<file path="src/rtl/jtframe_vtimer_pkg.sv">
// Register map and default raster timing for the programmable video timer.
// Defining JTFRAME_VTIMER_LINEIRQ_EN adds the IRQ_LINE register at address 10.
package jtframe_vtimer_pkg;

  localparam logic [3:0] A_HB_END   = 4'd0;
  localparam logic [3:0] A_HB_START = 4'd1;
  localparam logic [3:0] A_HS_START = 4'd2;
  localparam logic [3:0] A_HS_END   = 4'd3;
  localparam logic [3:0] A_HCNT_END = 4'd4;
  localparam logic [3:0] A_VB_START = 4'd5;
  localparam logic [3:0] A_VB_END   = 4'd6;
  localparam logic [3:0] A_VS_START = 4'd7;
  localparam logic [3:0] A_VS_END   = 4'd8;
  localparam logic [3:0] A_VCNT_END = 4'd9;
  localparam logic [3:0] A_IRQ_LINE = 4'd10;

`ifdef JTFRAME_VTIMER_LINEIRQ_EN
  localparam int NREG = 11;
`else
  localparam int NREG = 10;
`endif

  localparam int DEF_HB_END   = 8;
  localparam int DEF_HB_START = 264;
  localparam int DEF_HS_START = 304;
  localparam int DEF_HS_END   = 336;
  localparam int DEF_HCNT_END = 383;
  localparam int DEF_VB_START = 256;
  localparam int DEF_VB_END   = 0;
  localparam int DEF_VS_START = 264;
  localparam int DEF_VS_END   = 270;
  localparam int DEF_VCNT_END = 283;

  function automatic int imax(input int a, input int b);
    return (a > b) ? a : b;
  endfunction

endpackage

</file>
<file path="src/rtl/jtframe_vtimer_shadow.sv">
// Shadow/active timing register bank; shadow copies to active on apply_i.
// Register count follows JTFRAME_VTIMER_LINEIRQ_EN through the package.
module jtframe_vtimer_shadow
  import jtframe_vtimer_pkg::*;
#(
  parameter int HW = 9,
  parameter int VW = 9,
  parameter int DW = 9,
  parameter logic [NREG-1:0][DW-1:0] DEFAULTS = '0
) (
  input  logic                     clk_i,
  input  logic                     rst_i,
  input  logic                     apply_i,
  input  logic                     cfg_we_i,
  input  logic [3:0]               cfg_addr_i,
  input  logic [DW-1:0]            cfg_din_i,
  output logic                     cfg_pending_o,
  output logic [NREG-1:0][DW-1:0]  cur_o
);

  logic [NREG-1:0][DW-1:0] shadow_q, shadow_d, active_q;
  logic                    pending_q, pending_d;
  logic                    wr_ok;
  logic [DW-1:0]           wr_val;

  assign wr_ok  = cfg_we_i && (cfg_addr_i < 4'(NREG));
  assign wr_val = (cfg_addr_i <= A_HCNT_END) ? DW'(cfg_din_i[HW-1:0])
                                             : DW'(cfg_din_i[VW-1:0]);

  // cur_o already shows the freshly applied values on the apply edge itself
  genvar gi;
  generate
    for (gi = 0; gi < NREG; gi++) begin : g_reg
      assign shadow_d[gi] = (wr_ok && cfg_addr_i == 4'(gi)) ? wr_val : shadow_q[gi];
      assign cur_o[gi]    = apply_i ? shadow_d[gi] : active_q[gi];
    end
  endgenerate

  assign pending_d     = apply_i ? wr_ok : (pending_q | wr_ok);
  assign cfg_pending_o = pending_q;

  always_ff @(posedge clk_i or posedge rst_i) begin
    if (rst_i) begin
      shadow_q  <= DEFAULTS;
      active_q  <= DEFAULTS;
      pending_q <= 1'b0;
    end else begin
      shadow_q  <= shadow_d;
      pending_q <= pending_d;
      if (apply_i) active_q <= shadow_d;
    end
  end

endmodule

</file>
<file path="src/rtl/jtframe_vtimer_prog.sv">
// Programmable video timer: H/V counters, blanking/sync and reconfigurable timing.
// JTFRAME_VTIMER_LINEIRQ_EN enables the line interrupt (line_irq/irq_ack).
module jtframe_vtimer_prog
  import jtframe_vtimer_pkg::*;
#(
  parameter int HW       = 9,
  parameter int VW       = 9,
  parameter int HB_END   = DEF_HB_END,
  parameter int HB_START = DEF_HB_START,
  parameter int HS_START = DEF_HS_START,
  parameter int HS_END   = DEF_HS_END,
  parameter int HCNT_END = DEF_HCNT_END,
  parameter int VB_START = DEF_VB_START,
  parameter int VB_END   = DEF_VB_END,
  parameter int VS_START = DEF_VS_START,
  parameter int VS_END   = DEF_VS_END,
  parameter int VCNT_END = DEF_VCNT_END,
  localparam int DW      = imax(HW, VW)
) (
  input  logic          rst,
  input  logic          clk,
  input  logic          pxl_cen,
  input  logic          cfg_we,
  input  logic [3:0]    cfg_addr,
  input  logic [DW-1:0] cfg_din,
  output logic          cfg_pending,
  output logic [HW-1:0] H,
  output logic [VW-1:0] vdump,
  output logic [VW-1:0] vrender,
  output logic          Hinit,
  output logic          Vinit,
  output logic          LHBL,
  output logic          LVBL,
  output logic          HS,
  output logic          VS,
  output logic          line_irq,
  input  logic          irq_ack
);

  localparam logic [NREG-1:0][DW-1:0] DEFAULTS = {
`ifdef JTFRAME_VTIMER_LINEIRQ_EN
    DW'(0),
`endif
    DW'(VCNT_END), DW'(VS_END), DW'(VS_START), DW'(VB_END), DW'(VB_START),
    DW'(HCNT_END), DW'(HS_END), DW'(HS_START), DW'(HB_START), DW'(HB_END)};

  logic [NREG-1:0][DW-1:0] cur;
  logic                    apply, h_wrap, v_last;
  logic [HW-1:0]           h_q, h_d;
  logic [VW-1:0]           v_q, v_d, vr_q;
  logic                    hinit_q, vinit_q, lhbl_q, lvbl_q, hs_q, vs_q;
  logic [HW-1:0]           hb_end, hb_start, hs_start, hs_end, hcnt_end;
  logic [VW-1:0]           vb_start, vb_end, vs_start, vs_end, vcnt_end;

  jtframe_vtimer_shadow #(
    .HW(HW), .VW(VW), .DW(DW), .DEFAULTS(DEFAULTS)
  ) u_shadow (
    .clk_i        (clk),
    .rst_i        (rst),
    .apply_i      (apply),
    .cfg_we_i     (cfg_we),
    .cfg_addr_i   (cfg_addr),
    .cfg_din_i    (cfg_din),
    .cfg_pending_o(cfg_pending),
    .cur_o        (cur)
  );

  assign hb_end   = cur[A_HB_END][HW-1:0];
  assign hb_start = cur[A_HB_START][HW-1:0];
  assign hs_start = cur[A_HS_START][HW-1:0];
  assign hs_end   = cur[A_HS_END][HW-1:0];
  assign hcnt_end = cur[A_HCNT_END][HW-1:0];
  assign vb_start = cur[A_VB_START][VW-1:0];
  assign vb_end   = cur[A_VB_END][VW-1:0];
  assign vs_start = cur[A_VS_START][VW-1:0];
  assign vs_end   = cur[A_VS_END][VW-1:0];
  assign vcnt_end = cur[A_VCNT_END][VW-1:0];

  // The apply edge is always the frame wrap, whatever the new end values are
  assign apply  = pxl_cen & vinit_q & cfg_pending;
  assign h_wrap = apply | (h_q == hcnt_end);
  assign v_last = apply | (v_q == vcnt_end);
  assign h_d    = h_wrap ? '0 : h_q + 1'b1;
  assign v_d    = !h_wrap ? v_q : (v_last ? '0 : v_q + 1'b1);

  always_ff @(posedge clk or posedge rst) begin
    if (rst) begin
      h_q     <= '0;
      v_q     <= '0;
      vr_q    <= VW'(1);
      hinit_q <= 1'b0;
      vinit_q <= 1'b0;
      lhbl_q  <= 1'b0;
      lvbl_q  <= 1'b1;
      hs_q    <= 1'b0;
      vs_q    <= 1'b0;
    end else if (pxl_cen) begin
      h_q     <= h_d;
      v_q     <= v_d;
      vr_q    <= (v_d == vcnt_end) ? '0 : v_d + 1'b1;
      hinit_q <= (h_d == hcnt_end);
      vinit_q <= (h_d == hcnt_end) && (v_d == vcnt_end);
      if (h_d == hb_start) lhbl_q <= 1'b0;
      if (h_d == hb_end)   lhbl_q <= 1'b1;
      if (h_d == hs_start) hs_q   <= 1'b1;
      if (h_d == hs_end)   hs_q   <= 1'b0;
      if (h_wrap) begin
        if (v_d == vb_start) lvbl_q <= 1'b0;
        if (v_d == vb_end)   lvbl_q <= 1'b1;
        if (v_d == vs_start) vs_q   <= 1'b1;
        if (v_d == vs_end)   vs_q   <= 1'b0;
      end
    end
  end

`ifdef JTFRAME_VTIMER_LINEIRQ_EN
  logic irq_q;

  // A new line event wins over a simultaneous acknowledge
  always_ff @(posedge clk or posedge rst) begin
    if (rst)                                                 irq_q <= 1'b0;
    else if (pxl_cen && h_wrap && v_d == cur[A_IRQ_LINE][VW-1:0]) irq_q <= 1'b1;
    else if (irq_ack)                                        irq_q <= 1'b0;
  end
  assign line_irq = irq_q;
`else
  logic unused_irq_ack;
  assign unused_irq_ack = irq_ack;
  assign line_irq       = 1'b0;
`endif

  assign H       = h_q;
  assign vdump   = v_q;
  assign vrender = vr_q;
  assign Hinit   = hinit_q;
  assign Vinit   = vinit_q;
  assign LHBL    = lhbl_q;
  assign LVBL    = lvbl_q;
  assign HS      = hs_q;
  assign VS      = vs_q;

endmodule
</file>
<file path="config.mk">
export PLATFORM = sky130hd
export DESIGN_NAME = jtframe_vtimer_prog
export DESIGN_NICKNAME = d
export VERILOG_FILES = /design/src/rtl/jtframe_vtimer_pkg.sv /design/src/rtl/jtframe_vtimer_shadow.sv /design/src/rtl/jtframe_vtimer_prog.sv
export SDC_FILE = /design/constraint.sdc
export NUM_CORES = 1
export LEC_CHECK = 0
export CORE_MARGIN = 2
export CORE_UTILIZATION = 55
export CTS_BUF_LIST = sky130_fd_sc_hd__clkbuf_8 sky130_fd_sc_hd__clkbuf_16
export DETAILED_ROUTE_END_ITERATION = 8
export PLACE_DENSITY = 0.84
export SYNTH_ARGS = -nofsm -noshare
export SYNTH_HDL_FRONTEND = slang
export SYNTH_SLANG_ARGS = --single-unit
</file>
<file path="constraint.sdc">
create_clock -name clk -period 19.5 [get_ports clk]
set_input_delay 3.9 -clock clk [delete_from_list [all_inputs] [get_ports clk]]
set_output_delay 3.9 -clock clk [all_outputs]
set_load 0.01 [all_outputs]
</file>
# After elaboration in Yosys (flattened, before gate mapping)
# Cells that the tools add are included.
[op_classes] n_addsub=3 n_mul=0 div_mod_pow=0 order_cmp=1 n_eq_ne=21 shift=0 mux=33 bitwise_logic=5 reduce_logical=21
[ops] op="$mux W9" count=24
[ops] op="$eq A9 B9 Y1" count=12
[ops] op="$add A9 B1 Y9 const B" count=3
[ops] op="$eq A4 B3 Y1 const B" count=4
[ops] op="$logic_and A1 B1 Y1" count=12
[ops] op="$mux W1" count=9
[ops] op="$eq A4 B2 Y1 const B" count=2
[ops] op="$eq A4 B4 Y1 const B" count=2
[ops] op="$reduce_bool A2 Y1" count=4
[ops] op="$reduce_and A3 Y1" count=2
[ops] op="$eq A4 B1 Y1 const B" count=1
[ops] op="$logic_not A4 Y1" count=1
[ops] op="$lt A4 B4 Y1 const B" count=1
[ops] op="$reduce_and A2 Y1" count=2
[ops] op="$or A1 B1 Y1" count=3
[ops] op="$and A1 B1 Y1" count=2
[word_totals] ff_bits=214 latchBits=0 ramBits=0 rom_bits=0 inputBits=18 output_inout_bits=35 wordCells=114 memories=0

# Longest topological paths before layout
# Gate-level depths: netlist (run 1).
[logic_depth] ltp_word=12 mapped_depth=17 ltp_nobuf=12

# Modules after synthesis
# Synthesis (run 1) repeated with hierarchy kept, for this count alone.
[unflattened] hier_cells=1114 hier_area_um2=10724.0
[modules_own_cells] mod="jtframe_vtimer_shadow" n_inst=1 cells_each=716 area_per_inst_um2=7254.5 seq_area_each_um2=4601.9
[modules_own_cells] mod="jtframe_vtimer_prog" n_inst=1 cells_each=398 area_per_inst_um2=3469.6 seq_area_each_um2=828.3

# Worst setup path after synthesis (run 1)
# No wires, ideal clock.
[synth_timing] path_kind="input-to-reg" from="input cfg_addr[0]" to="register vr_q[6], in the netlist vrender[6]" setup_time_ns=0.123 arrival_time_ns=7.038 t_required_ns=19.377 path_slack_ns=12.339 cell_stages=14 n_path_buf=2 cell_sequence="buf_2 -> or3b_1 -> o21ai_2 -> a31oi_2 -> a2111o_1 -> nor3_2 -> buf_2 -> o211ai_1 -> a21oi_1 -> ha_1 -> nand2_1 -> nor3_1 -> xor2_1 -> o2bb2ai_1"
[synth_between] elab_chain_cells=11 word_cells_on_any_way=19 cone_classes="add/sub (1); order compare (1); eq/ne (5); mux (7); bitwise (2); reduce/logical (3)"
[synth_rtl] item="start: declaration" line_no="jtframe_vtimer_prog.sv:24" text="input logic [3:0] cfg_addr,"
[synth_rtl] item="$lt A4 B4 Y1" line_no="jtframe_vtimer_shadow.sv:26" text="assign wr_ok = cfg_we_i && (cfg_addr_i < 4'(NREG));"
[synth_rtl] item="$logic_and A1 B1 Y1" line_no="jtframe_vtimer_shadow.sv:26"
[synth_rtl] item="$logic_and A1 B1 Y1" line_no="jtframe_vtimer_shadow.sv:34" text="assign shadow_d[gi] = (wr_ok && cfg_addr_i == 4'(gi)) ? wr_val : shadow_q[gi];"
[synth_rtl] item="$mux W9" line_no="jtframe_vtimer_shadow.sv:34"
[synth_rtl] item="$mux W9" line_no="jtframe_vtimer_shadow.sv:35" text="assign cur_o[gi] = apply_i ? shadow_d[gi] : active_q[gi];"
[synth_rtl] item="$eq A9 B9 Y1" line_no="jtframe_vtimer_prog.sv:82" text="assign v_last = apply | (v_q == vcnt_end);"
[synth_rtl] item="$or A1 B1 Y1" line_no="jtframe_vtimer_prog.sv:82"
[synth_rtl] item="$mux W9 (2 in a row)" line_no="jtframe_vtimer_prog.sv:84" text="assign v_d = !h_wrap ? v_q : (v_last ? '0 : v_q + 1'b1);"
[synth_rtl] item="$add A9 B1 Y9 / $eq A9 B9 Y1 (equally long branches)" line_no="jtframe_vtimer_prog.sv:100" text="vr_q <= (v_d == vcnt_end) ? '0 : v_d + 1'b1;"
[synth_rtl] item="$mux W9 *" line_no="jtframe_vtimer_prog.sv:100"
[synth_rtl] item="end signal: assignment" line_no="jtframe_vtimer_prog.sv:100"
[synth_rtl] item="end: declaration" line_no="jtframe_vtimer_prog.sv:50" text="logic [VW-1:0] v_q, v_d, vr_q;"
# Every way passes the cells marked *; elsewhere a longest branch is shown, timed or not.
# A chain may end at the register's enable or synchronous reset.

# Worst setup path in the final report (run 1)
[layout_timing] from="input pxl_cen" to="register vr_q[1], in the netlist vrender[1]"
[layout_between] elab_chain_cells=9 word_cells_on_any_way=13 cone_classes="add/sub (1); eq/ne (3); mux (5); bitwise (4)"
[layout_rtl] item="start: declaration" line_no="jtframe_vtimer_prog.sv:22" text="input logic pxl_cen,"
[layout_rtl] item="$and A1 B1 Y1 (2 in a row)" line_no="jtframe_vtimer_prog.sv:80" text="assign apply = pxl_cen & vinit_q & cfg_pending;"
[layout_rtl] item="$mux W9" line_no="jtframe_vtimer_shadow.sv:35"
[layout_rtl] item="$eq A9 B9 Y1" line_no="jtframe_vtimer_prog.sv:82"
[layout_rtl] item="$or A1 B1 Y1" line_no="jtframe_vtimer_prog.sv:82"
[layout_rtl] item="$mux W9 (2 in a row)" line_no="jtframe_vtimer_prog.sv:84"
[layout_rtl] item="$add A9 B1 Y9 / $eq A9 B9 Y1 (equally long branches)" line_no="jtframe_vtimer_prog.sv:100"
[layout_rtl] item="$mux W9" line_no="jtframe_vtimer_prog.sv:100"
# Several ways; a longest one is shown, not always the timed one.

==> summary.md, run 1 <==
| Metric | Value |
|---|---|
| Skew final | 0.0286 ns |
| Pre-antenna DRT Iters | 7 |
| Slew HR | 9.80% |
| Hold path start | u_shadow.shadow_q[30]$_DFF_PP0_ |
| Synth Net Count | 1185 |
| Skew-Pair Late Insertion Delay | 0.54 ns |
| Worst-margin pin slew | 1.34 ns |
| Crit-path max FO | 67 |
| RSZ-0062 raised after global routing | no |
| CP endpoint kind | register |
| Core box area | 20200 um2 |
| Largest net degree at the start of global routing | 142 |
| First-pass GRT wire length | 51.1 mm |
| Synthesized area per cell | 9.68 um2 |
| Worst ir drop on vdd | 0.0608 mV |
| Yosys cell types | 78 |
| Syn Inst Count | 1164 |
| GRT Util Overall | 29.7% |
| WHS Path Cells | 2 |
| Critical Path AT | 10.09 ns |
| Final HPWL DP | 20.6 mm |
| Slowest cell on crit path | buf_4 |
| DRC | 0 |
| EDFF count, synth | 0 |
| Worst Setup Path Type | input port to register |
| Pre-CTS setup slack | 9.47 ns |
| Finished Cell Area | 12800 um2 |
| RR Endpoint | vrender[1]$_DFFE_PP0P_ |
| Post-DP Area | 11900 um2 |
| DRT antenna net count | 0 |
| Die area | 21600 um2 |
| Drt wl/cell | 21.9 um |
| Register area share after synthesis | 48.2% |
| Final cell count without fillers | 1469 |
| PD cells | 103 nW/um2 |
| CTS Hold Bufs | 0 |
| Initial DRC Count | 1198 |
| Clock sink total | 214 |
| Reg2Reg Depth | 12 |
| Layout Utilization | 63.3% |
| Post-CTS sizing | 0 |
| FP Rows | 52 |
| Worst Path Required | 19.90 ns |
| Clock buffer count from CTS | 24 |
| Worst hold slack | 0.480 ns |
| Top FF cell, synth | dfrtp_1 |
| Routability cong. | 0.971 |
| Static leakage | 5.63 nW |
| Die width | 147 um |
| Critical path cell sequence | clkdlybuf4s50_1 > buf_4 > and3_4 > buf_4 > a31oi_2 > a211oi_1 > nand3b_1 > nor2_1 > buf_4 > a2bb2oi_1 > o32ai_1 > a221oi_1 > nand4_1 > a31o_2 |
| Outcome | completed |
| Crit path from | pxl_cen |
| Root Buffer | clkbuf_16 |
| Io pins | 53 |
| Crit-path max cell delay | 0.76 ns |
| Post-CTS setup buffer count | 0 |
| # Max-Cap Violations | 0 |
| Final setup fails | 0 |
| Post-Route WL | 32.1 mm |
| Slew Limit Fails | 0 |
| Htree depth | 1 |
| Clk pin slew, worst setup/hold paths | 0.06 ns |
| Final setup margin | 9.81 ns |
| Layout area overhead | 13.2% |
| Grt ovf | 0 |
| Vias | 9364 |
| Worst r2r src | Vinit$_DFFE_PP0P_ |
| Initial Util | 55.9% |
| Initial antenna violation count | 0 |
| Final total power | 1.32 mW |
| Peak Freq | 103 MHz |
| Chip height | 147 um |
| Asr flop ratio synth | 100% |
| Layout fillers | 1571 |
| Yosys top cell area share | 34.2% |
| Most frequent CP cell | buf_4 |
| Post-Syn Area | 11300 um2 |
| Final Hold Viols | 0 |
| Inst Count DP | 1424 |
| Min-Delay Endpoint | u_shadow.shadow_q[30]$_DFF_PP0_ |
| Port bufs | 50 |
| CTS tree | done |
| Min Tclk post-route | 9.69 ns |
| Worst Hold Class | register to register |
| Share of cells above drive strength 1 | 18.5% |
| Area leader, netlist | dfrtp_1 |
| Synth top area cells | dfrtp_1 (34%), dfstp_2 (14%), mux2_2 (8.9%) |
| Warnings, synthesis | 0 |
| Post-DR vias/cell | 6.37 |
| Final nets | 1201 |
| Setup TNS Final | 0 ns |
| Vias in the first global route | 9233 |
| Crit start category | input port |
| Clock buffer depth | 3 |
| Synthesis-stage register bit count | 214 |
| Fin crit share | 49.7% |
| R2R setup slack | 13.60 ns |
-- placed cells by master (no fill, tap or decap), types with 10 or more instances in the layout --
cell type / count
a21oi_1: 29
a31oi_1: 10
buf_4: 12
clkbuf_16: 24
clkdlybuf4s50_1: 50
dfrtp_1: 154
dfstp_2: 60
inv_1: 36
mux2_2: 89
mux2i_1: 22
nand2_1: 238
nand3_1: 33
nand4_1: 16
nor2_1: 67
nor2b_1: 11
nor3_1: 24
nor4_1: 16
o21ai_0: 50
o22ai_1: 14
xnor2_1: 49
xor2_1: 39
-- report_power, final --
group	internal, mW	switching, mW
registers	0.510	0.0412
clock network	0.277	0.184
logic	0.132	0.176
-- critical path, delay by kind of cell --
| kind | cells | cell delay, ns |
|---|---|---|
| AO/OA/AOI/OAI | 6 | 1.97 |
| AND/OR/NAND/NOR | 4 | 2.30 |
| buffers and inverters | 4 | 1.87 |
-- logic make-up after synthesis --
family                     count (synthesis)  synth area share [%]
xor gates and xnor gates                  88                  6.84
muxes                                    111                  10.8
other                                      1                0.0333
and+or+nand+nor                          452                  18.4
DFF                                      214                  48.2
AOI/OAI and AO/OA                        189                  11.6
adders and majority gates                  3                 0.333
buffers and inverters                    106                  3.76
-- synthesized netlist by cell type (24+ instances only) --
library cell,number
nand3_1,34
o21ai_0,50
nor3_1,24
clkbuf_1,49
nor2_1,67
dfrtp_1,154
nand2_1,238
xor2_1,39
a21oi_1,29
mux2_2,89
xnor2_1,49
inv_1,32
dfstp_2,60
-- sequential cells by signal (all words and copies together) (netlist names), 9 cells and up --
| register | cells |
|---|---|
| u_shadow.active_q | 90 |
| u_shadow.shadow_q | 90 |
| vdump | 9 |
| vrender | 9 |
| H | 9 |
-- metal layers --
layer / GRT usage, % / part of all wire (%) / vias up
li1: - / - / 4104
met1: 42.0 / 41 / 4625
met2: 45.8 / 46 / 520
met3: 4.22 / 9.0 / 115
met4: 13.7 / 4.5 / 0
met5: 0 / 0 / -
-- worst max-delay path by stage --
stage                                   endpoint
after floorplan                   HS$_DFFE_PP0P_
after global placement    vrender[1]$_DFFE_PP0P_
after detailed placement  vrender[1]$_DFFE_PP0P_
after CTS                 vrender[1]$_DFFE_PP0P_
after global routing      vrender[1]$_DFFE_PP0P_
final                     vrender[1]$_DFFE_PP0P_
-- layout make-up --
cell class | count | area [um2] | share of cell area, %
diodes | 1 | 2.50 | 0.0196
clock buffers | 27 | 642 | 5.03
clock inverters | 17 | 175 | 1.37
inverters | 34 | 135 | 1.06
multi-input cells | 844 | 5440 | 42.7
flip-flops and latches | 214 | 5430 | 42.6
well taps | 270 | 338 | 2.65
repair buffers | 62 | 591 | 4.63
(Power assumes the default switching activity.)
==> run 2: changes to the inputs <==
--- a/config.mk
+++ b/config.mk
@@ -9,7 +9,7 @@
 export CORE_UTILIZATION = 55
 export CTS_BUF_LIST = sky130_fd_sc_hd__clkbuf_8 sky130_fd_sc_hd__clkbuf_16
 export DETAILED_ROUTE_END_ITERATION = 8
-export PLACE_DENSITY = 0.84
+export PLACE_DENSITY = 0.87
 export SYNTH_ARGS = -nofsm -noshare
 export SYNTH_HDL_FRONTEND = slang
 export SYNTH_SLANG_ARGS = --single-unit
==> constraint.sdc (replaced) <==
create_clock -name clk -period 8.5 [get_ports clk]
set_input_delay 1.7 -clock clk [delete_from_list [all_inputs] [get_ports clk]]
set_output_delay 1.7 -clock clk [all_outputs]
set_load 0.01 [all_outputs]
==> run 2 against run 1 <==
Design area decreased by 0.71%. Combinational power increased by 130%. Largest power group unchanged. Routed wire length increased by 1.9%. Die area unchanged. Critical endpoint unchanged.
==> summary.md, run 2 (synthesis results as in run 1) <==
| Metric | Value |
|---|---|
| Outcome | completed |
| Final HPWL DP | 21.3 mm |
| Htree depth | 1 |
| PD cells | 230 nW/um2 |
| First-pass GRT wire length | 52.0 mm |
| Post-CTS sizing | 0 |
| Layout area overhead | 12.4% |
| Clock buffer count from CTS | 23 |
| Pre-antenna DRT Iters | 6 |
| Reg2Reg Depth | 12 |
| Crit-path max cell delay | 0.77 ns |
| Setup TNS Final | 0 ns |
| Clock buffer depth | 3 |
| Share of cells above drive strength 1 | 18.2% |
| Critical Path AT | 7.46 ns |
| GRT Util Overall | 30.5% |
| Post-Route WL | 32.8 mm |
| CTS Hold Bufs | 0 |
| Core box area | 20200 um2 |
| Vias in the first global route | 9345 |
| DRT antenna net count | 0 |
| Most frequent cells in the layout | nand2_1 (238), dfrtp_1 (154), mux2_2 (89), nor2_1 (67), dfstp_2 (60) |
| Drt wl/cell | 22.3 um |
| Biggest registers after layout | u_shadow.active_q: 90 flops, u_shadow.shadow_q: 90 flops |
| Die width | 147 um |
| Worst Hold Class | register to register |
| Peak Freq | 142 MHz |
| Skew final | 0.0169 ns |
| Root Buffer | clkbuf_16 |
| Final setup fails | 0 |
| Clock sink total | 214 |
| FP Rows | 52 |
| WP buf/inv | 2 |
| # Max-Cap Violations | 0 |
| Worst Setup Path Type | input port to register |
| Largest net degree at the start of global routing | 132 |
| Initial Util | 55.9% |
| Hold path start | u_shadow.shadow_q[30]$_DFF_PP0_ |
| Worst r2r src | u_shadow.cfg_pending_o$_DFF_PP0_ |
| Routability cong. | 0.974 |
| Finished Cell Area | 12700 um2 |
| Number of diodes | 0 |
| Final Hold Viols | 0 |
| Family with the most delay on the worst path | simple AND/OR/NAND/NOR gates |
| Final total power | 2.92 mW |
| DRC | 0 |
| Post-DP Area | 12000 um2 |
| Worst ir drop on vdd | 0.131 mV |
| Die area | 21600 um2 |
| CP endpoint kind | register |
| Grt ovf | 0 |
| Final nets | 1201 |
| Initial DRC Count | 1059 |
| Crit-path max FO | 61 |
| Crit path from | pxl_cen |
| Static leakage | 5.60 nW |
| Crit start category | input port |
| Initial antenna violation count | 1 |
| Min Tclk post-route | 7.04 ns |
| CP Capture Point | vrender[1]$_DFFE_PP0P_ |
| Skew-Pair Late Insertion Delay | 0.53 ns |
| Port bufs | 50 |
| Slew HR | 21.4% |
| Most common cell after layout, fill and taps aside | nand2_1 |
| R2R setup slack | 3.15 ns |
| Worst-margin pin slew | 1.18 ns |
| WHS Path Cells | 2 |
| Worst Path Required | 8.92 ns |
| Io pins | 53 |
| Vias | 9377 |
| Chip height | 147 um |
| Fin crit share | 82.8% |
| Crit path depth | 13 |
| Critical path cell sequence | clkdlybuf4s50_1 > and3_4 > buf_4 > nor2_1 > a31o_2 > o22ai_1 > or4b_1 > nor2_1 > a2bb2oi_1 > o32ai_1 > a221oi_1 > nand4_1 > a31o_2 |
| Slew Limit Fails | 0 |
| Slowest cell on crit path | clkdlybuf4s50_1 |
| Clk pin slew, worst setup/hold paths | 0.06 ns |
| RSZ-0062 raised after global routing | no |
| RR Endpoint | vrender[1]$_DFFE_PP0P_ |
| Post-DR vias/cell | 6.39 |
| CTS tree | done |
| Post-CTS setup buffer count | 0 |
==> run 2: cell types whose count changed in the layout (fill, tap and decap cells not counted), sizes merged <==
cell	change
inv	+3
clkinv	-1
diode	-1
clkinvlp	-1
buf	+1
bufinv	-3
==> run 2: metal layers <==
metal  up-vias  track usage (%)  wire length [um]
met5         -                0                17
met4         2             11.6              1190
met3       104             5.47              3080
met2       530             46.8             15000
met1      4644             43.5             13500
li1       4097                -                 -
==> run 2: worst min-delay path by stage <==
stage                                            to
finish              u_shadow.shadow_q[30]$_DFF_PP0_
global route        u_shadow.shadow_q[49]$_DFF_PP0_
CTS                 u_shadow.shadow_q[30]$_DFF_PP0_
detailed placement  u_shadow.shadow_q[30]$_DFF_PP0_
global placement    u_shadow.shadow_q[30]$_DFF_PP0_
floorplan           u_shadow.shadow_q[30]$_DFF_PP0_
==> run 2: worst reg2reg max path: cells and delay by family, from the launching register on <==
kind	cells	cell delay [ns]
simple gates	5	2.74
buf+inv	1	0.46
flops	1	0.44
compound gates	6	1.61
==> run 2: layout make-up <==
| type | instances | area (um2) |
|---|---|---|
| fillers | 1572 | 7500 |
| clock inverters | 15 | 86.3 |
| repair buffers | 63 | 598 |
| multi-input cells | 844 | 5450 |
| clock buffers | 27 | 631 |
| well taps | 270 | 338 |
| flip-flops and latches | 214 | 5430 |
| inverters | 34 | 135 |
==> run 2: report_power, final <==
group	leakage (nW)	total (mW)	internal (mW)	switching (mW)
combinational	2.57	0.703	0.302	0.401
sequential	2.64	1.27	1.17	0.0962
clock	0.390	0.949	0.532	0.418
total	5.60	2.92	2.00	0.916
==> run 2: through the flow <==
step	setup slack [ns]	utilization, %	hold WS [ns]	std cells
2_1_floorplan	1.05	-	0.446	1164
3_3_place_gp	1.28	59.2	0.459	1425
3_5_place_dp	1.13	59.2	0.471	1425
4_1_cts	1.64	62.8	0.485	1467
5_1_grt	1.29	62.8	0.506	1467
6_report	1.46	62.8	0.483	1467
==> run 3: changes to the inputs <==
==> constraint.sdc (replaced) <==
create_clock -name clk -period 5.75 [get_ports clk]
set_input_delay 1.15 -clock clk [delete_from_list [all_inputs] [get_ports clk]]
set_output_delay 1.15 -clock clk [all_outputs]
set_load 0.01 [all_outputs]
==> run 3 against run 2 <==
Sequential share of layout area fell by 1.2 points. Sequential power rose by 46%. Setup slack got worse by 0.87 ns. Global-route usage increased by 1.2 points. Die area unchanged. Final cell count rose by 2.6%. Sequential cell count did not move. Clock-buffer cell count increased by 2. Routed wire length is 5.0% higher. First-iteration DRC count increased by 6.2%. Power rose by 53%. Largest cell class unchanged. Largest power group unchanged.
==> summary.md, run 3 (synthesis results as in run 1) <==
| Metric | Value |
|---|---|
| Peak Freq | 194 MHz |
| Layout area overhead | 15.5% |
| Io pins | 53 |
| Most frequent CP cell | nand2_1 |
| Setup TNS Final | 0 ns |
| Clk pin slew, worst setup/hold paths | 0.06 ns |
| Sw frac | 30.9% |
| Htree depth | 1 |
| Biggest registers after layout | u_shadow.active_q: 90 flops, u_shadow.shadow_q: 90 flops |
| Worst Path Required | 6.20 ns |
| Die width | 147 um |
| Share of cells above drive strength 1 | 21.1% |
| Pint | 3.08 mW |
| Post-DR vias/cell | 6.39 |
| Most common cell after layout, fill and taps aside | nand2_1 |
| CP endpoint kind | register |
| Post-Route WL | 34.4 mm |
| Critical path cell sequence | clkdlybuf4s50_1 > nor3b_2 > nand2_1 > a21oi_1 > mux2i_1 > or3_1 > nand2_1 > buf_4 > nor2_1 > xor2_1 > a2111oi_0 > nand4_1 > o2bb2ai_1 |
| Crit-path max cell delay | 0.65 ns |
| Layout fillers | 1514 |
| Worst hold slack | 0.492 ns |
| Min Tclk post-route | 5.16 ns |
| DRC | 0 |
| Final HPWL DP | 22.8 mm |
| Clock buffer depth | 3 |
| Grt ovf | 0 |
| Initial antenna violation count | 1 |
| Port bufs | 50 |
| Static leakage | 5.79 nW |
| Slowest cell on crit path | nor2_1 |
| Crit start category | input port |
| Largest net degree at the start of global routing | 130 |
| CTS Hold Bufs | 0 |
| Worst ir drop on vdd | 0.200 mV |
| Vias in the first global route | 9701 |
| Outcome | completed |
| Clock buffer count from CTS | 22 |
| FP Rows | 52 |
| First-pass GRT wire length | 54.0 mm |
| Number of diodes | 0 |
| Drt wl/cell | 22.9 um |
| Most frequent cells in the layout | nand2_1 (238), dfrtp_1 (154), mux2_2 (89), nor2_1 (67), dfstp_2 (60) |
| Slew HR | 14.2% |
| NetSw | 1.38 mW |
| Final Hold Viols | 0 |
| Skew final | 0.0185 ns |
| Worst Setup Path Type | input port to register |
| Post-CTS setup buffer count | 0 |
| DRT antenna net count | 0 |
| Post-CTS sizing | 0 |
| Slew Limit Fails | 0 |
| Met2 usage | 49.2% |
| M3 GR Usage | 6.77% |
| Worst Hold Class | register to register |
| Pre-antenna DRT Iters | 5 |
| CTS tree | done |
| Final setup fails | 0 |
| PD cells | 342 nW/um2 |
| Final nets | 1240 |
| Chip height | 147 um |
| Skew-Pair Late Insertion Delay | 0.52 ns |
| Met1 GRT Util | 43.1% |
| RSZ-0062 raised after global routing | no |
| Core box area | 20200 um2 |
| GRT Util Overall | 31.7% |
| Initial DRC Count | 1125 |
| Grt peak-use layer | met2 |
| Family with the most delay on the worst path | simple AND/OR/NAND/NOR gates |
| Final setup margin | 0.587 ns |
| Root Buffer | clkbuf_16 |
| # Max-Cap Violations | 0 |
| Crit-path max FO | 9 |
| Clock sink total | 214 |
| Die area | 21600 um2 |
| WP buf/inv | 2 |
| Worst-margin pin slew | 1.28 ns |
| Comb pwr share | 24.6% |
| Critical Path AT | 5.61 ns |
| Pre-CTS setup slack | 0.178 ns |
| Vias | 9617 |
| Part of the power in the clock network | 33.6% |
| Share of total power in sequential cells | 41.8% |
| Initial Util | 55.9% |
| Routability cong. | 0.957 |
| Fin crit share | 89.8% |
==> run 3: cell type report <==
class                   count  area, um2  area share [%]
clock inverters            11        118           0.903
multi-input cells         844       5440            41.8
well taps                 270        338            2.59
inverters                  34        131            1.01
repair buffers            103        911            7.00
flip-flops and latches    214       5430            41.7
clock buffers              29        647            4.97
==> run 3: path summary, 6_finish.rpt <==
path | slack, ns | startpoint | end | depth (start not counted)
setup / recovery | 0.59 | cfg_we | Vinit$_DFFE_PP0P_ | 13
hold / removal | 0.49 | u_shadow.active_q[56]$_DFFE_PP0N_ | u_shadow.active_q[56]$_DFFE_PP0N_ | 2
setup reg to reg | 1.55 | vdump[6]$_DFFE_PP0P_ | vrender[5]$_DFFE_PP0P_ | 11
hold reg to reg | 0.49 | u_shadow.active_q[56]$_DFFE_PP0N_ | u_shadow.active_q[56]$_DFFE_PP0N_ | 2
max in group asynchronous | 3.70 | rst | vrender[4]$_DFFE_PP0P_ | 3
min in group asynchronous | 1.16 | rst | H[3]$_DFFE_PP0P_ | 3
==> run 3: per-stage QoR <==
stage | area [um2] | util, % | total power, mW | std cells
2_1_floorplan | 11300 | - | 2.54 | 1164
3_3_place_gp | 12300 | 60.8 | 2.88 | 1465
3_5_place_dp | 12300 | 60.8 | 2.93 | 1465
4_1_cts | 13000 | 64.5 | 4.43 | 1505
5_1_grt | 13000 | 64.5 | 4.62 | 1505
6_report | 13000 | 64.5 | 4.45 | 1505
==> run 3: per-layer routing <==
metal  vias to the layer above  wire length [um]
met5                         -                13
met4                         2              1610
met3                       140              3170
met2                       557             15700
met1                      4744             13900
li1                       4174                 -
==> run 3: power by group through the flow <==
stage	Sequential [mW]	Clock, mW	Combinational, mW
detailed placement	1.88	0	1.05
global placement	1.86	0	1.01
finish	1.86	1.50	1.10
floorplan	1.85	0	0.690
CTS	1.85	1.51	1.07
global route	1.87	1.57	1.17
==> run 3: worst reg2reg max path, stage by stage, from the launching register on <==
cell and delay, ns:
dfrtp_1 0.71, clkinv_1 0.45, a2111oi_0 0.48, a211oi_1 0.10
nand3b_1 0.31, nor2_1 0.21, buf_4 0.24, o22ai_1 0.58
nand3_1 0.25, nor2_1 0.30, xnor2_1 0.21, a31o_1 0.26
==> RTL change: new RTL, settings of run 3 <==
`HW` is set to 9 in 2 places; all go to 10.
--- a/src/rtl/jtframe_vtimer_shadow.sv
+++ b/src/rtl/jtframe_vtimer_shadow.sv
@@ -3,7 +3,7 @@
 module jtframe_vtimer_shadow
   import jtframe_vtimer_pkg::*;
 #(
-  parameter int HW = 9,
+  parameter int HW = 10,
   parameter int VW = 9,
   parameter int DW = 9,
   parameter logic [NREG-1:0][DW-1:0] DEFAULTS = '0
--- a/src/rtl/jtframe_vtimer_prog.sv
+++ b/src/rtl/jtframe_vtimer_prog.sv
@@ -3,7 +3,7 @@
 module jtframe_vtimer_prog
   import jtframe_vtimer_pkg::*;
 #(
-  parameter int HW       = 9,
+  parameter int HW       = 10,
   parameter int VW       = 9,
   parameter int HB_END   = DEF_HB_END,
   parameter int HB_START = DEF_HB_START,
Interface: changed (resized H and cfg_din); port bits go from 53 to 55. The function was not compared with the original's and may differ.
==> RTL change against run 3 <==
First-iteration DRC count grew 19%. Area after synthesis rose by 7.9%. Power is 15% higher. Wire length up 7.3%. Clock power rose by 13%. Via count grew 12%. Design area grew 7.2%. Sequential power increased by 9%. Sequential cell count rose by 11. Worst setup slack worse by 0.057 ns. Die area rose by 7.7%. Critical path type unchanged. Critical endpoint is now HS.
==> RTL change: results (changes against run 3) <==
| Metric | Value |
|---|---|
| Per-cell routed wire length | 22.6 um (-1.3%) |
| Largest net degree at the start of global routing | 179 (+38%) |
| Worst R2R Setup Slack | 1.32 ns (-0.23 ns) |
| Arrival time worst endpoint | 5.66 ns (+0.05 ns) |
| WL met2 | 16.7 mm (+6.6%) |
| Routed vias/inst | 6.57 (+2.9%) |
| Hold endpoint | u_shadow.shadow_q[1] |
| Worst hold margin | 0.462 ns (-0.0307 ns) |
| CTS Buf Count | 24 (+9.1%) |
| PnR worst setup slack | 0.531 ns (-0.0568 ns) |
| Slew Limit Headroom | 30.2% (+16 points) |
| Max FO, Critical Path | 32 (+23) |
| Layout cells sized above 1 | 18.3% (-2.8 points) |
| Initial antenna violation count | 0 (-1) |
| Total routed wirelength | 36.9 mm (+7.3%) |
| Outcome | finished, final reports clean |
| Met3 WL | 4.08 mm (+29%) |
| Cells on worst reg2reg path | 13 (+2) |
| Most frequent cells after synthesis | nand2_1, dfrtp_1, nor2_1 |
| Metal-1 WL | 14.4 mm (+3.3%) |
| Worst R2R End | HS |
| First-pass GRT wire length | 58.2 mm (+7.6%) |
| Placed insts | 1592 (+8.7%) |
| Starting DRT DRC Count | 1341 (+19%) |
| CP max stage delay | 0.67 ns (+0.02 ns) |
| Leakage dissipation | 6.11 nW (+5.5%) |
| Worst Skew | 0.0129 ns (-0.00556 ns) |
| Seq/Total Area, Yosys | 46.9% (-1.3 points) |
| DP Worst Slack | 0.225 ns (+0.0471 ns) |
| Placed inst area | 13100 sq um (+6.9%) |
| Net switching power | 1.68 mW (+22%) |
| Top cells by area in the synthesized netlist | dfrtp_1, dfstp_2, nand2_1, mux2_2, xnor2_1 |
| # nets final | 1360 (+9.7%) |
| Worst reg2reg path startpoint | Vinit |
[RTL change: changes by cell type in the layout (fill, tap and decap cells not counted), sizes merged, moves of 11 or more]
cell / before / now
mux2: 89 / 63
o21ai: 54 / 88
nor2: 67 / 86
a31oi: 12 / 33
a21oi: 29 / 43
nand2b: 6 / 23
dfrtp: 154 / 165
inv: 34 / 60
nor3: 26 / 10
[RTL change: worst reg2reg max path, cell delays in order (launching register included)]
cell,delay (ns)
dfrtp_1,0.53
and3_4,0.64
nor2_1,0.18
a311oi_1,0.44
a2111oi_4,0.10
nand4_1,0.17
buf_12,0.22
buf_4,0.21
nand2_2,0.25
nor2_1,0.68
xnor2_1,0.20
nand3_1,0.09
a2111oi_0,0.46
a2bb2oi_1,0.21
[RTL change: kinds of logic after synthesis]
kind of cell,synth area share (%)
AO/OA/AOI/OAI,16.6
XOR/XNOR,6.11
adder cells (fa/ha/maj),0.309
buffers and inverters,4.64
flip-flops,46.9
multiplexers,7.64
other,0.0308
AND/OR/NAND/NOR,17.8
[RTL change: power by group through the flow]
stage | clock network, mW | logic (mW) | registers, mW
floorplan | 0 | 0.924 | 1.98
global placement | 0 | 1.29 | 2.03
detailed placement | 0 | 1.33 | 2.04
CTS | 1.69 | 1.36 | 2.02
global route | 1.76 | 1.49 | 2.05
finish | 1.69 | 1.40 | 2.03
[RTL change: area by class of cell]
class                      instances  area [sq um]
sequential                       225          5710
fill                            1610          7800
clock buffer                      27           653
clock inverter                    17           208
timing repair buffer             103           923
multi-input combinational        929          5910
inverter                          55           210
tap                              280           350
[RTL change: per-layer routing]
layer / global-route usage [%] / vias up
met5: 0 / -
met4: 15.0 / 0
met3: 6.94 / 175
met2: 47.2 / 749
met1: 42.1 / 5204
li1: - / 4626
